$ cat src/rtl/depacketization.sv
// Flit-to-word depacketizer: strips the flit type field, marks packet boundaries,
// tracks packet length and counts delivered packets behind a one-entry output register.
module depacketization #(
    parameter int FLIT_DATA_WIDTH = 32,
    parameter int FLIT_TYPE_WIDTH = 2,
    parameter int FLIT_WIDTH      = FLIT_DATA_WIDTH + FLIT_TYPE_WIDTH
) (
    input  logic                       clk,
    input  logic                       rst,
    input  logic [FLIT_WIDTH-1:0]      flit,
    input  logic                       valid,
    output logic                       ready,
    output logic [FLIT_DATA_WIDTH-1:0] out_data,
    output logic                       out_valid,
    input  logic                       out_ready,
    output logic                       out_sop,
    output logic                       out_eop,
    output logic [7:0]                 out_len,
    output logic                       err,
    output logic [15:0]                pkt_count
);

    typedef enum logic [1:0] {
        FT_BODY   = 2'b00,
        FT_HEAD   = 2'b01,
        FT_TAIL   = 2'b10,
        FT_SINGLE = 2'b11
    } flit_type_e;

    typedef enum logic {
        IDLE,
        INPKT
    } state_e;

    state_e                     state_q, state_d;
    logic [7:0]                 len_q, len_d;
    logic [FLIT_DATA_WIDTH-1:0] data_q, data_d;
    logic                       valid_q, valid_d;
    logic                       sop_q, sop_d;
    logic                       eop_q, eop_d;
    logic [7:0]                 out_len_q, out_len_d;
    logic                       err_q, err_d;
    logic [15:0]                pkt_count_q, pkt_count_d;

    logic [FLIT_TYPE_WIDTH-1:0] type_field;
    flit_type_e                 flit_type;
    logic                       accept;
    logic                       transfer;
    logic [7:0]                 len_inc;
    logic                       emit;
    logic                       emit_sop;
    logic                       emit_eop;
    logic [7:0]                 emit_len;

    assign type_field = flit[FLIT_WIDTH-1:FLIT_DATA_WIDTH];
    assign flit_type  = flit_type_e'(type_field[1:0]);

    // The output register may be refilled in the same cycle it drains.
    assign ready    = !valid_q || out_ready;
    assign accept   = valid && ready;
    assign transfer = valid_q && out_ready;
    assign len_inc  = (len_q == 8'hFF) ? 8'hFF : len_q + 8'd1;

    always_comb begin
        // NOTE: every signal gets a default before any branch, so no path can leave one unassigned and infer a latch.
        state_d     = state_q;
        len_d       = len_q;
        data_d      = data_q;
        valid_d     = valid_q;
        sop_d       = sop_q;
        eop_d       = eop_q;
        out_len_d   = out_len_q;
        err_d       = 1'b0;
        pkt_count_d = pkt_count_q;
        emit        = 1'b0;
        emit_sop    = 1'b0;
        emit_eop    = 1'b0;
        emit_len    = 8'd1;

        if (transfer) begin
            valid_d = 1'b0;
            if (eop_q) begin
                pkt_count_d = pkt_count_q + 16'd1;
            end
        end

        if (accept) begin
            unique case (state_q)
                IDLE: begin
                    unique case (flit_type)
                        FT_HEAD: begin
                            emit     = 1'b1;
                            emit_sop = 1'b1;
                            state_d  = INPKT;
                        end
                        FT_SINGLE: begin
                            emit     = 1'b1;
                            emit_sop = 1'b1;
                            emit_eop = 1'b1;
                        end
                        default: err_d = 1'b1;
                    endcase
                end
                INPKT: begin
                    unique case (flit_type)
                        FT_BODY: begin
                            emit     = 1'b1;
                            emit_len = len_inc;
                        end
                        FT_TAIL: begin
                            emit     = 1'b1;
                            emit_eop = 1'b1;
                            emit_len = len_inc;
                            state_d  = IDLE;
                        end
                        FT_HEAD: begin
                            // Restart: the unterminated packet is abandoned, never counted.
                            err_d    = 1'b1;
                            emit     = 1'b1;
                            emit_sop = 1'b1;
                        end
                        FT_SINGLE: begin
                            err_d    = 1'b1;
                            emit     = 1'b1;
                            emit_sop = 1'b1;
                            emit_eop = 1'b1;
                            state_d  = IDLE;
                        end
                    endcase
                end
            endcase
        end

        if (emit) begin
            valid_d   = 1'b1;
            data_d    = flit[FLIT_DATA_WIDTH-1:0];
            sop_d     = emit_sop;
            eop_d     = emit_eop;
            len_d     = emit_len;
            out_len_d = emit_len;
        end
    end

    always_ff @(posedge clk) begin
        // NOTE: non-blocking assignments so every register samples pre-edge values, whatever the statement order.
        if (rst) begin
            state_q     <= IDLE;
            len_q       <= 8'd0;
            data_q      <= '0;
            valid_q     <= 1'b0;
            sop_q       <= 1'b0;
            eop_q       <= 1'b0;
            out_len_q   <= 8'd0;
            err_q       <= 1'b0;
            pkt_count_q <= 16'd0;
        end else begin
            state_q     <= state_d;
            len_q       <= len_d;
            data_q      <= data_d;
            valid_q     <= valid_d;
            sop_q       <= sop_d;
            eop_q       <= eop_d;
            out_len_q   <= out_len_d;
            err_q       <= err_d;
            pkt_count_q <= pkt_count_d;
        end
    end

    assign out_data  = data_q;
    assign out_valid = valid_q;
    assign out_sop   = sop_q;
    assign out_eop   = eop_q;
    assign out_len   = out_len_q;
    assign err       = err_q;
    assign pkt_count = pkt_count_q;

endmodule

$ cat config.mk
export PLATFORM = sky130hd
export DESIGN_NAME = depacketization
export DESIGN_NICKNAME = d
export VERILOG_FILES = /design/src/rtl/depacketization.sv
export SDC_FILE = /design/constraint.sdc
export NUM_CORES = 1
export LEC_CHECK = 0
export ABC_AREA = 1
export BUFFER_PORTS_ARGS = -buffer_cell sky130_fd_sc_hd__buf_2
export CAP_MARGIN = 10
export CORE_MARGIN = 4
export CORE_UTILIZATION = 49
export DETAILED_ROUTE_END_ITERATION = 12
export PLACE_DENSITY = 0.8
export SLEW_MARGIN = 25
export SYNTH_ARGS = -nofsm -noshare
export SYNTH_HDL_FRONTEND = slang
export SYNTH_SLANG_ARGS = --single-unit
$ cat constraint.sdc
create_clock -name clk -period 1.5 [get_ports clk]
set_input_delay 0 -clock clk [delete_from_list [all_inputs] [get_ports clk]]
set_output_delay 0 -clock clk [all_outputs]
set_load 0.05 [all_outputs]
# [After elaboration in Yosys (flattened, before gate mapping)]
# Index checks and enable logic that the tools add are counted.
[totals] reg_bits=61 output_inout_bits=61
[op_classes] addsub=2 eq_ne=4 muxes=20 bitwise=2 n_reduce_logical=12
[op_table] op="$mux 8" count=4
[op_table] op="$add 16x1->16 const B" count=1
[op_table] op="$mux 1" count=12
[op_table] op="$add 8x1->8 const B" count=1
[op_table] op="$eq 8x8->1 const B" count=1
[op_table] op="$pmux 1 s2" count=4
[op_table] op="$reduce_or 2->1" count=4
[op_table] op="$eq 2x2->1 const B" count=2
[op_table] op="$reduce_or 4->1" count=1
[op_table] op="$eq 2x1->1 const B" count=1
[op_table] op="$logic_and 1x1->1" count=2
[op_table] op="$logic_not 2->1" count=1
[op_table] op="$not 1->1" count=2
[op_table] op="$reduce_and 2->1" count=1
[op_table] op="$reduce_bool 2->1" count=1
[op_table] op="$logic_not 1->1" count=1
[op_table] op="$logic_or 1x1->1" count=1

# [Longest topological paths before layout]
[depth] ltp_word=6 ltp_mapped=9 mapped_depth_nobuf=9

# [Worst setup path after synthesis]
# OpenSTA, ideal clock, no wires.
[synth_timing] path_kind="reg-to-reg" from="register valid_q, in the netlist out_valid" to="register out_len_q[2], in the netlist out_len[2]" setup_time_ps=71 arrival_ps=1646 path_slack_ps=-216 path_stages_with_launch=8 path_buffers=1 period_less_slack_ps=1716 cell_sequence="dfxtp_1 > nand2_2 > nand2_2 > nor2_4 > inv_2 > buf_4 > nand2_1 > a21oi_1"
[synth_via] elab_chain_cells=4
[synth_rtl] element="start: declaration" line="38" source="logic valid_q, valid_d;"
[synth_rtl] element="start signal: assignment" line="160" source="valid_q <= valid_d;"
[synth_rtl] element="$logic_not 1->1 *" line="59" source="assign ready = !valid_q || out_ready;"
[synth_rtl] element="$logic_or 1x1->1 *" line="59"
[synth_rtl] element="named net ready" line="12" source="output logic ready,"
[synth_rtl] element="$logic_and 1x1->1 *" line="60" source="assign accept = valid && ready;"
[synth_rtl] element="$mux 8 or $mux 1 (tied branches)" line="87" source="if (accept) begin"
[synth_rtl] element="end signal: assignment" line="163" source="out_len_q <= out_len_d;"
[synth_rtl] element="end: declaration" line="41" source="logic [7:0] out_len_q, out_len_d;"
# Mark *: on every way through the listed nets, which the timed path passes. The rest lies on a longest branch.
# A chain may end at the register's enable or synchronous reset.

# [Final worst setup path]
[layout_timing] from="register state_q" to="register data_q[16], in the netlist out_data[16]"
[layout_via] elab_chain_cells=3
[layout_rtl] element="start: declaration" line="35" source="state_e state_q, state_d;"
[layout_rtl] element="start signal: assignment" line="157" source="state_q <= state_d;"
[layout_rtl] element="$not 1->1"
[layout_rtl] element="$pmux 1 s2 *" line="88" source="unique case (state_q)"
[layout_rtl] element="$mux 1 *" line="87"
[layout_rtl] element="end signal: assignment" line="159" source="data_q <= data_d;"
[layout_rtl] element="end: declaration" line="37" source="logic [FLIT_DATA_WIDTH-1:0] data_q, data_d;"
# Mark *: on every way between the ends. The rest lies on a longest branch, timed or not.

==> flow_metrics.tcl <==
set metrics [dict create \
    cts.clk_slew.worst_paths_ns 0.07 \
    die_h_um 81.32 \
    ys_seq_area_frac 0.4637 \
    synthFlopType "dfxtp_1" \
    root_buffer "clkbuf_8" \
    use_met1 0.2649 \
    clock-sinks 61 \
    power.internal_uw 2856 \
    grt_max_degree 49 \
    placedCellCount 536 \
    instances_no_fill 585 \
    fmax_ghz 0.7349 \
    clkPwrFrac 0.383 \
    cp.required_ns 1.72 \
    post-route-min-period_ns 1.361 \
    syn_avg_cell_area_sq_um 7.005 \
    cts_tree "yes" \
    ys_seq_elements 61 \
    io_buffers 98 \
    status "completed" \
    wl_per_cell_um 12.35 \
    layout-drive-gt1-share 0.2738 \
    grt_util_met3 0.05543 \
    htree_levels 3 \
    setup_viol 0 \
    finalHoldViolations 0 \
    ys_async_sr_fraction 0 \
    synth_commonest_cells "nor2_1, nand2_1, dfxtp_1" \
    netlist.area_leader.share 0.4637 \
    grt_use_total 0.2247 \
    grt_setup_unrepaired "true" \
    die_w_um 81.32 \
    first_global_vias 2583 \
    start_util 0.5092 \
    gr-total-overflow 0 \
    place.gp.congestion 0.8537 \
    yosysUniqueCellTypes 26 \
    swShare 0.2871 \
    peakVddDrop_uv 677.6 \
    p_leak_uw 0.001846 \
    synth-edff-count 0 \
    row_count 26 \
    detail_route.iter0.violations 191 \
    drv_slew 0 \
    gr-max-usage-layer "met2" \
    yosysWarnings 0 \
    crit_arrival_ns 1.58 \
    clock_latency_ns 0.32 \
    hp-class "in -> reg" \
    max-clock-path-buffers 2 \
    cts_setup_buffers 0 \
    dp_hpwl_mm 4.572 \
    wirelength_mm 7.224 \
    setup_ws_ns 0.1393 \
    syn-num-nets 417 \
    io_pins 99 \
    vias 2877 \
    dieArea_sq_um 6612 \
    syn_inst 376 \
    drc_errors 0 \
    antenna_found_initial 0 \
    syn2layout_area_growth_pct 43.37 \
    critPathCaptureType "register" \
    fin_util 0.7300 \
    setup.worst_path.start_class "register" \
    via_per_inst 4.918 \
    final.setup_skew_ns 0.007225 \
    dr.pass1.iters 5 \
    period_share 0.9071 \
    crit_fanout 19 \
    path_class "reg -> reg" \
    pwr-share-seq 0.438 \
    grt_pass1_wl_mm 11.57 \
    fin_nets 551 \
    dpl_worst_slack_ns 0.08294 \
    ant_nets 0 \
    max_cap_viol_count 0 \
    relSlewSlack 0.7200 \
    diodes 0 \
    pwr-share-comb 0.179 \
    yosysTopAreaCell "dfxtp_1" \
    coreArea_sq_um 5172 \
    met2_usage 0.3933 \
    powerDensity_nw_per_um2 1061 \
    worstMarginPinSlew_ns 0.4200 \
    synth.most_common_cell "nor2_1" \
    netSwitchingPower_uw 1150 \
    syn_area_sq_um 2634 \
    cts_made_buffers 9 \
    synth.area.top_cells "dfxtp_1, nor2_1, nand2_1, o21ai_0, inv_1" \
]
## flip-flops by register name, summed over array words and instances (netlist names)
name and flops:
out_sop 1, pkt_count 16, out_eop 1, out_len 8, state_q 1, out_valid 1, out_data 32, err 1
## path summary, 6_finish.rpt
| path | slack [ns] | end | start | cells past startpoint |
|---|---|---|---|---|
| max reg2reg | 0.14 | out_data[16] | state_q | 7 |
| min reg2reg | 0.48 | pkt_count[0] | pkt_count[0] | 1 |
| max | 0.14 | out_data[16] | state_q | 7 |
| min | 0.01 | err | valid | 3 |
## critical path, stage by stage, from the launching register on
cell and delay [ns]:
dfxtp_1 0.35, inv_1 0.06, ha_1 0.23, nor2_4 0.15
inv_4 0.12, buf_12 0.17, nor2_1 0.10, nor2_1 0.06
## layer usage
metal	wire length, um	share of wire
met1	3000	0.42
met2	3575	0.49
met3	561	0.078
met4	87	0.012
met5	0	0
## cells by family (layout without fill, tap and decap cells)
| group | after synthesis | after routing | share of synthesized area |
|---|---|---|---|
| AOI/OAI and AO/OA | 64 | 64 | 0.1273 |
| xor gates and xnor gates | 1 | 1 | 0.003326 |
| adders and majority gates | 3 | 3 | 0.01425 |
| DFF | 61 | 61 | 0.4637 |
| and+or+nand+nor | 196 | 196 | 0.3135 |
| buffers and inverters | 51 | 190 | 0.07791 |
## cell usage in the layout (no fill, tap or decap), drive strengths merged
master / count
a21oi: 17
a21boi: 1
clkbuf: 11
inv: 38
o21bai: 1
nand2: 67
ha: 3
buf: 103
nor3: 5
a31oi: 1
nand3b: 1
clkinv: 3
dlygate4sd3: 33
o2111ai: 1
nor2: 99
bufinv: 2
nand3: 20
xor2: 1
o211a: 1
o21ai: 42
or2: 2
nand4: 2
dfxtp: 61
## repair_timing
action,CTS,global route
gates resized for setup,0,7
hold endpoints to repair,33,0
hold buffers,33,0
setup endpoints to repair,0,27
## power groups by stage
stage	clock [uW]	combinational, uW	sequential [uW]
finish	1530	717	1750
global route	1650	770	1760
CTS	1560	708	1750
detailed placement	0	643	1780
global placement	0	633	1780
floorplan	0	171	2060
## final cells by class
cell class                      instances  area [sq um]
Fill cell                             403          1396
Sequential cell                        61          1229
Multi-Input combinational cell        264          1225
Timing Repair Buffer                  136         883.3
Inverter                               38         145.1
Clock buffer                           11         131.4
Tap cell                               70         87.58
Clock inverter                          5         75.07
## per-stage QoR
stage	cell area (sq um)	hold WS [ns]	total power [uW]	setup TNS, ns
floorplan	2641	0.06165	2233	0
global placement	3219	0.2213	2415	0
detailed placement	3219	0.2272	2424	0
CTS	3756	0.0008160	4015	0
global route	3776	0.01731	4179	-0.02037
finish	3776	0.01282	4006	0
No activity file was read; power rests on OpenSTA's default activity.
